`config.mk`:
```
export PLATFORM = sky130hd
export DESIGN_NAME = core_wb_master
export DESIGN_NICKNAME = d
export VERILOG_FILES = /design/src/rtl/core_wb_master_pkg.sv /design/src/rtl/core_wb_master.sv
export SDC_FILE = /design/constraint.sdc
export NUM_CORES = 1
export LEC_CHECK = 0
export ABC_AREA = 1
export BUFFER_PORTS_ARGS = -buffer_cell sky130_fd_sc_hd__buf_4
export CAP_MARGIN = 20
export CORE_MARGIN = 3
export CORE_UTILIZATION = 44
export DETAILED_ROUTE_END_ITERATION = 8
export HOLD_SLACK_MARGIN = 0.12
export PLACE_DENSITY = 0.75
export SLEW_MARGIN = 20
export SYNTH_ARGS = -nofsm -noshare
export SYNTH_HDL_FRONTEND = slang
export SYNTH_SLANG_ARGS = --single-unit
export TNS_END_PERCENT = 5
```
`constraint.sdc`:
```
create_clock -name clk -period 1.5 [get_ports clk]
set_clock_uncertainty 0.1 [all_clocks]
set_input_delay 0.15 -clock clk [delete_from_list [all_inputs] [get_ports clk]]
set_output_delay 0.15 -clock clk [all_outputs]
set_load 0.01 [all_outputs]
```
`src/rtl/core_wb_master_pkg.sv`:
```
// core_wb_master_pkg: shared state encoding and constants for the Wishbone classic master
package core_wb_master_pkg;
    typedef enum logic [1:0] {
        IDLE  = 2'd0,
        BUS   = 2'd1,
        DONE  = 2'd2,
        DRAIN = 2'd3
    } state_t;
    localparam int          TMO_W          = 8;
    localparam int          TIMEOUT_DEF    = 255;
    localparam logic [31:0] ERROR_DATA_DEF = 32'hFFFF_FFFF;
endpackage

```
`src/rtl/core_wb_master.sv`:
```
// core_wb_master: bridges a busy/enable request port onto a single Wishbone classic bus cycle
//   clk, rst (async, active-low)
//   request side : wbAddress, wbByteSelect, wbEnable, wbWriteEnable, wbDataWrite -> wbDataRead, wbBusy, busError
//   wishbone side: wb_cyc_o, wb_stb_o, wb_we_o, wb_adr_o, wb_sel_o, wb_data_o <- wb_data_i, wb_ack_i, wb_err_i
module core_wb_master
    import core_wb_master_pkg::*;
#(
    parameter int          TIMEOUT_CYCLES = TIMEOUT_DEF,
    parameter logic [31:0] ERROR_DATA     = ERROR_DATA_DEF
) (
    input  logic        clk,
    input  logic        rst,
    input  logic [27:0] wbAddress,
    input  logic [3:0]  wbByteSelect,
    input  logic        wbEnable,
    input  logic        wbWriteEnable,
    input  logic [31:0] wbDataWrite,
    output logic [31:0] wbDataRead,
    output logic        wbBusy,
    output logic        busError,
    output logic        wb_cyc_o,
    output logic        wb_stb_o,
    output logic        wb_we_o,
    output logic [27:0] wb_adr_o,
    output logic [3:0]  wb_sel_o,
    output logic [31:0] wb_data_o,
    input  logic [31:0] wb_data_i,
    input  logic        wb_ack_i,
    input  logic        wb_err_i
);
    localparam logic [TMO_W-1:0] TMO_LAST = TMO_W'(TIMEOUT_CYCLES - 1);

    state_t            state, nxt;
    logic [TMO_W-1:0]  cnt;
    logic [27:0]       adr_q;
    logic [3:0]        sel_q;
    logic              we_q;
    logic [31:0]       wdat_q;
    logic [31:0]       rdat_q;
    logic              berr_q;
    logic              drop_q;
    logic              tmo;
    logic              fin;
    logic              fail;
    logic              abandon;

    // timeout fires in the last allowed bus cycle; a same-cycle ack still wins over it
    assign tmo     = cnt == TMO_LAST;
    assign fin     = wb_ack_i | wb_err_i | tmo;
    assign fail    = wb_err_i | (~wb_ack_i & tmo);
    // requester gave up at some point during the bus cycle: finish on the bus, then discard
    assign abandon = drop_q | ~wbEnable;

    always_ff @(posedge clk or negedge rst) begin
        if (!rst)
            state <= IDLE;
        else
            state <= nxt;
    end

    always_comb begin
        nxt = state == IDLE ? (wbEnable ? BUS : IDLE) :
              state == BUS  ? (fin ? (abandon ? DRAIN : DONE) : BUS) :
                              IDLE;
    end

    always_comb begin
        wb_cyc_o   = state == BUS;
        wb_stb_o   = state == BUS;
        wb_we_o    = state == BUS ? we_q : 1'b0;
        wb_adr_o   = state == BUS ? adr_q : '0;
        wb_sel_o   = state == BUS ? sel_q : '0;
        wb_data_o  = state == BUS ? wdat_q : '0;
        wbBusy     = state != DONE;
        wbDataRead = state == DONE ? rdat_q : ERROR_DATA;
        busError   = state == DONE ? berr_q : 1'b0;
    end

    always_ff @(posedge clk or negedge rst) begin
        if (!rst) begin
            cnt    <= '0;
            adr_q  <= '0;
            sel_q  <= '0;
            we_q   <= 1'b0;
            wdat_q <= '0;
            rdat_q <= '0;
            berr_q <= 1'b0;
            drop_q <= 1'b0;
        end else if (state == IDLE && wbEnable) begin
            cnt    <= '0;
            adr_q  <= wbAddress;
            sel_q  <= wbByteSelect;
            we_q   <= wbWriteEnable;
            wdat_q <= wbDataWrite;
            drop_q <= 1'b0;
        end else if (state == BUS) begin
            cnt    <= cnt == '1 ? cnt : cnt + 1'b1;
            drop_q <= abandon;
            if (fin) begin
                rdat_q <= fail ? ERROR_DATA : (we_q ? 32'h0 : wb_data_i);
                berr_q <= fail;
            end
        end
    end
endmodule

```
==> results.cfg, run 1 <==
[setup_path]
critPathBufInv = 3
critical_path_arrival_ns = 1.53
critPathCaptureType = output port
crit_path_start_kind = flop
worst_ep_required_time_ns = 1.25
cp_max_fo = 11
crit_family = flip-flops
path_class = flop to output port
slowest_stage = dfrtp_1
slowest_delay_ns = 0.43
crit_path_cell_trace = nor2_4, inv_4, buf_16, or2_2, buf_6

[timing]
setup-violations-final = 101
relSlewSlack_pct = 71.02
finalHoldViolCount = 0
max_slew.worst_pin.slew_ns = 0.4346
fin_crit_sh_pct = 119.0
drv_slew = 0
grt_setup_unrepaired = true
fmax_ghz = 0.5604
min_period_ns = 1.785
hold_slack_ns = 0.2668
fin_ws_ns = -0.2845

[global_routing]
grt_max_degree = 77
grt_pass1_vias = 5735
antenna_found_initial = 1
grtUsageTotal_pct = 26.14
grt_pass1_wl_um = 27470
grt-ovfl-total = 0

[routing]
vias = 5502
drtIter0Drc = 301
first_pass_iters = 4
viasPerCell = 4.822
antenna_left = 0
finalWirelength_um = 16880
drc_errors = 0
wl_per_cell_um = 14.79

[power]
total_power_mw = 15.17
p_leak_nw = 4.443
irDropWorstVdd_mv = 0.8414
clock_power_share_pct = 15.9
power_density_mw_per_mm2 = 1751
seqPwrFrac_pct = 32.1
p_int_mw = 9.229
swShare_pct = 39.16
combPwrFrac_pct = 52.0
switchingPower_mw = 5.940

[final_layout]
stdcell_count = 1141
finalNetCount = 1096
stdcell_area_mm2 = 0.008663
multi_input_area_mm2 = 0.002073
drive_above_1_share_pct = 30.29
regArea_mm2 = 0.002728
fill_cells = 808
syn_to_final_growth_pct = 64.27

[logic_synthesis]
synth.cell_area_mm2 = 0.005274
ys_ff_latch = 109
syn_area_per_cell_um2 = 7.665
syn_inst = 688
synth_warnings = 0
yosysSeqAreaShare_pct = 51.72
yosysUniqueCellTypes = 26
syn_nets = 792

[floorplan]
row_count = 39
die-width_um = 115.5
io_pins = 203
initial_core_util_pct = 45.60
fp.dieArea_mm2 = 0.01334
core_area_mm2 = 0.01156
die_h_um = 115.5

[clock_network]
root_buffer = clkbuf_16
clock_sinks = 109
post_cts_buffers = 0
path_clk_slew_ns = 0.07
clock_path_buffers = 2
cts_tree = done
htree_levels = 3
insertion_delay_ns = 0.34
numCtsBuffers = 9

[outcome]
status = complete, but fails checks
violations = negative setup slack

[place]
dp.cells = 1021
io_buffer_count = 202
dp_hpwl_um = 9835
place.gp.congestion = 0.7984
dp_slack_ns = -0.05851
place_area_mm2 = 0.007093

[flow_run]
drv_cap = 0

[min_path]
hold_class = input port to async pin
## cell usage in the layout (no fill, tap or decap), types with 2 or more instances in the layout
master	count
buf_12	10
buf_16	2
buf_4	187
buf_6	34
clkbuf_16	9
clkinv_2	2
clkinv_4	2
dfrtp_1	109
dlygate4sd3_1	101
inv_1	78
inv_4	2
nand2_1	214
nand2_2	6
nand3_1	41
nor2_1	68
nor2_2	5
nor2_4	2
o21ai_0	70
o21ai_1	6
o21bai_1	2
or2_2	18
or2_4	14
## path summary, 6_finish.rpt
kind                            from              to  slack [ns]  cells past startpoint
max                         state[0]  wbDataRead[12]       -0.28                      5
min in group clk           rdat_q[4]       rdat_q[4]        0.38                      2
min reg2reg                rdat_q[4]       rdat_q[4]        0.38                      2
max in group asynchronous        rst       adr_q[19]        0.68                      3
min                              rst      rdat_q[17]        0.27                      3
max reg2reg                   cnt[0]      rdat_q[16]           0                     10
## routing by layer
layer  track usage [%]  part of all wire [%]  routed length [um]
met5                 0                     0                   0
met4             13.46                   4.2                 713
met3             3.916                   4.7                 786
met2             45.76                    51                8657
met1             31.22                    40                6720
## cells in the mapped netlist, drive strengths merged
master,count,area share [%]
nand2,221,16
dfrtp,109,52
inv,81,5.8
o21ai,76,7.2
nor2,75,5.5
nand3,42,4.0
or2,32,3.8
buf,25,3.1
clkbuf,16,1.1
clkinv,2,0.24
ha,2,0.47
o21bai,2,0.28
a21oi,1,0.095
nand3b,1,0.21
nand4,1,0.12
o211ai,1,0.14
xor2,1,0.17
## kinds of logic after synthesis
logic type / count (synthesis) / synth area share (%)
buf+inv: 124 / 10.20
compound gates: 80 / 7.734
simple gates: 372 / 29.70
fa+ha+maj: 2 / 0.4744
flops: 109 / 51.72
xor+xnor: 1 / 0.1661
## worst min-delay path, stage by stage
cell           delay, ns
dlygate4sd3_1       0.53
buf_4               0.12
buf_12              0.32
## registers in the layout (all words and copies together), names as in the netlist
register and flops:
adr_q 28, berr_q 1, cnt 8, drop_q 1, rdat_q 32, sel_q 4
state 2, wdat_q 32, we_q 1
## metrics by stage
step | utilization, % | TNS (ns)
3_5_place_dp | 61.33 | -0.8884
6_report | 74.91 | -18.24
4_1_cts | 74.78 | -19.04
3_3_place_gp | 61.33 | 0
2_1_floorplan | - | 0
5_1_grt | 74.91 | -29.83
## power groups by stage
| stage | combinational, mW | clock (mW) | sequential (mW) |
|---|---|---|---|
| global route | 8.72 | 2.59 | 5.03 |
| global placement | 6.86 | 0 | 4.83 |
| finish | 7.88 | 2.41 | 4.87 |
| floorplan | 4.02 | 0 | 4.75 |
| CTS | 7.75 | 2.46 | 4.84 |
| detailed placement | 7.00 | 0 | 4.86 |
## layout make-up
class | count | share of cell area [%]
timing repair buffer | 334 | 35.24
sequential | 109 | 31.48
multi-input combinational | 455 | 23.93
inverter | 83 | 3.798
clock buffer | 9 | 2.600
tap | 143 | 2.065
clock inverter | 7 | 0.8521
antenna | 1 | 0.02889
## repair_timing
action,4_1_cts,5_1_grt
gates resized for setup,62,8
hold buffers,101,0
pin swaps,4,4
cloned,2,0
setup endpoints to repair,140,169
hold endpoints to repair,208,0
No activity file was read; power rests on OpenSTA's default activity.
==> run 2, diff against run 1 <==
--- a/config.mk
+++ b/config.mk
@@ -13,6 +13,7 @@
 export DETAILED_ROUTE_END_ITERATION = 8
 export HOLD_SLACK_MARGIN = 0.12
 export PLACE_DENSITY = 0.75
+export REMOVE_ABC_BUFFERS = 1
 export SLEW_MARGIN = 20
 export SYNTH_ARGS = -nofsm -noshare
 export SYNTH_HDL_FRONTEND = slang
==> run 2 against run 1 <==
The run still ends with negative setup slack left. Clock-buffer cell count grew 3. Cell count rose by 0.26%. Maximum frequency increased by 1.4%. Die area is the same. Routed wire length increased by 16%. Combinational power grew 16%. Core utilization is 3.1 points higher. Hold slack worse by 0.10 ns. Global-route usage up 0.28 points. Critical path depth increased by 1. Setup slack better by 0.024 ns. First-iteration DRC count increased by 110%. Critical endpoint is now wb_adr_o[19]. Largest cell class unchanged.
==> results.cfg, run 2 (synthesized netlist as in run 1, its figures left out) <==
[outcome]
status = complete, but fails checks
violations = negative setup slack

[clock_network]
root_buffer = clkbuf_16
cts_tree = done
clock_path_buffers = 2
path_clk_slew_ns = 0.07
numCtsBuffers = 9
htree_levels = 3
insertion_delay_ns = 0.34
clock_sinks = 109

[routing]
routed.top_layer = met4
wl_met2_um = 9868
dr_wl_met3_um = 1823
drtIter0Drc = 628
met1_length_um = 7187
drc_errors = 0
finalWirelength_um = 19560
wl_per_cell_um = 17.10
antenna_left = 0
first_pass_iters = 6
viasPerCell = 5.208
vias = 5958

[global_routing]
grtUsageTotal_pct = 26.41
grt_pass1_wl_um = 28120
grt_pass1_vias = 5921
antenna_found_initial = 0
grt_max_degree = 56
grt-ovfl-total = 0

[setup_path]
critical_path_arrival_ns = 1.51
slowest_stage = dfrtp_1
path_class = flop to output port
worst_ep_required_time_ns = 1.25
crit_path_cell_trace = inv_2, nand2_8, buf_12, buf_12, nor2_2, buf_4
critPathCaptureType = output port
crit_path_start_kind = flop
crit_family = buffers and inverters
slowest_delay_ns = 0.40
critPathBufInv = 4
cpMostUsedCell = buf_12
startpoint = state[1]
reg2reg_from = cnt[0]
cp_max_fo = 6

[power]
p_leak_nw = 4.539
power_density_mw_per_mm2 = 1847
irDropWorstVdd_mv = 0.9952

[floorplan]
row_count = 39
die-width_um = 115.5
initial_core_util_pct = 45.60
die_h_um = 115.5
io_pins = 203
core_area_mm2 = 0.01156
fp.dieArea_mm2 = 0.01334

[timing]
fmax_ghz = 0.5681
tns_ns = -19.58
fin_crit_sh_pct = 117.4
grt_setup_unrepaired = true
fin_ws_ns = -0.2603
max_slew.worst_pin.slew_ns = 0.4543
min_period_ns = 1.760
finalHoldViolCount = 0
relSlewSlack_pct = 69.71
setup-violations-final = 107
hold_slack_ns = 0.1649
drv_slew = 0

[final_layout]
reg_top3 = rdat_q: 32 flops, wdat_q: 32 flops, adr_q: 28 flops
final_cell_mix = 213 x nand2_1, 176 x buf_4, 108 x dfrtp_1
drive_above_1_share_pct = 34.77
n_antenna_cell = 0
syn_to_final_growth_pct = 70.98
final_common_cell = nand2_1
finalNetCount = 1100
stdcell_area_mm2 = 0.009017

[place]
place_area_mm2 = 0.007098
dp_hpwl_um = 9923
place.gp.congestion = 0.8358
dp_slack_ns = -0.06644
io_buffer_count = 202

[min_path]
hold_class = input port to flop
hold_path.startpoint = wb_err_i

[flow_run]
drv_cap = 0
## run 2: cell count changes in the layout (fill, tap and decap cells not counted), sizes merged
cell,before,now
diode,1,0
clkbuf,9,16
inv,82,81
dlygate4sd3,101,99
buf,233,235
bufinv,1,2
clkinv,6,3
## run 2: final timing paths
check                      slack (ns)  cells after the start            to
min in group asynchronous        0.20                      2    rdat_q[12]
max in group asynchronous        0.55                      3    rdat_q[13]
setup reg to reg                -0.04                      9        cnt[1]
setup / recovery                -0.26                      6  wb_adr_o[19]
hold reg to reg                  0.38                      2     rdat_q[7]
hold / removal                   0.16                      5      state[0]
## run 2: stage by stage
stage | power [mW] | std cells | utilization, %
after floorplan | 8.419 | 647 | -
after global placement | 11.55 | 1020 | 61.38
after detailed placement | 11.73 | 1020 | 61.38
after CTS | 15.08 | 1136 | 74.74
after global routing | 17.69 | 1144 | 77.97
final | 16.65 | 1144 | 77.97
## run 2: repair_timing
action | in CTS | in global routing
hold buffers | 99 | 0
pin swaps | 1 | 2
endpoints found under the hold margin | 209 | 0
setup buffers | 0 | 3
setup endpoints to repair | 138 | 202
resized for setup | 69 | 89
cloned | 1 | 5
## run 2: tightest hold or removal path: cells and delay by family
kind            cells  cell delay, ns
compound gates      1            0.08
buf+inv             2            0.20
simple gates        2            0.13
## run 2: routing by layer
metal	track usage (%)	vias to the layer above
li1	-	2710
met5	0	-
met2	45.22	384
met1	31.35	2803
met3	6.893	61
met4	11.74	0
## run 2: layout make-up
type	count	area, um^2
clock buffer	12	236.5
clock inverter	4	72.57
fill	689	2547
inverter	83	326.6
multi-input combinational	455	2276
sequential	109	2729
tap	143	178.9
timing repair buffer	338	3198
## run 2: report_power, final
group	switching [mW]	internal [mW]
logic	5.03	4.12
clock network	1.05	1.47
registers	0.628	4.35
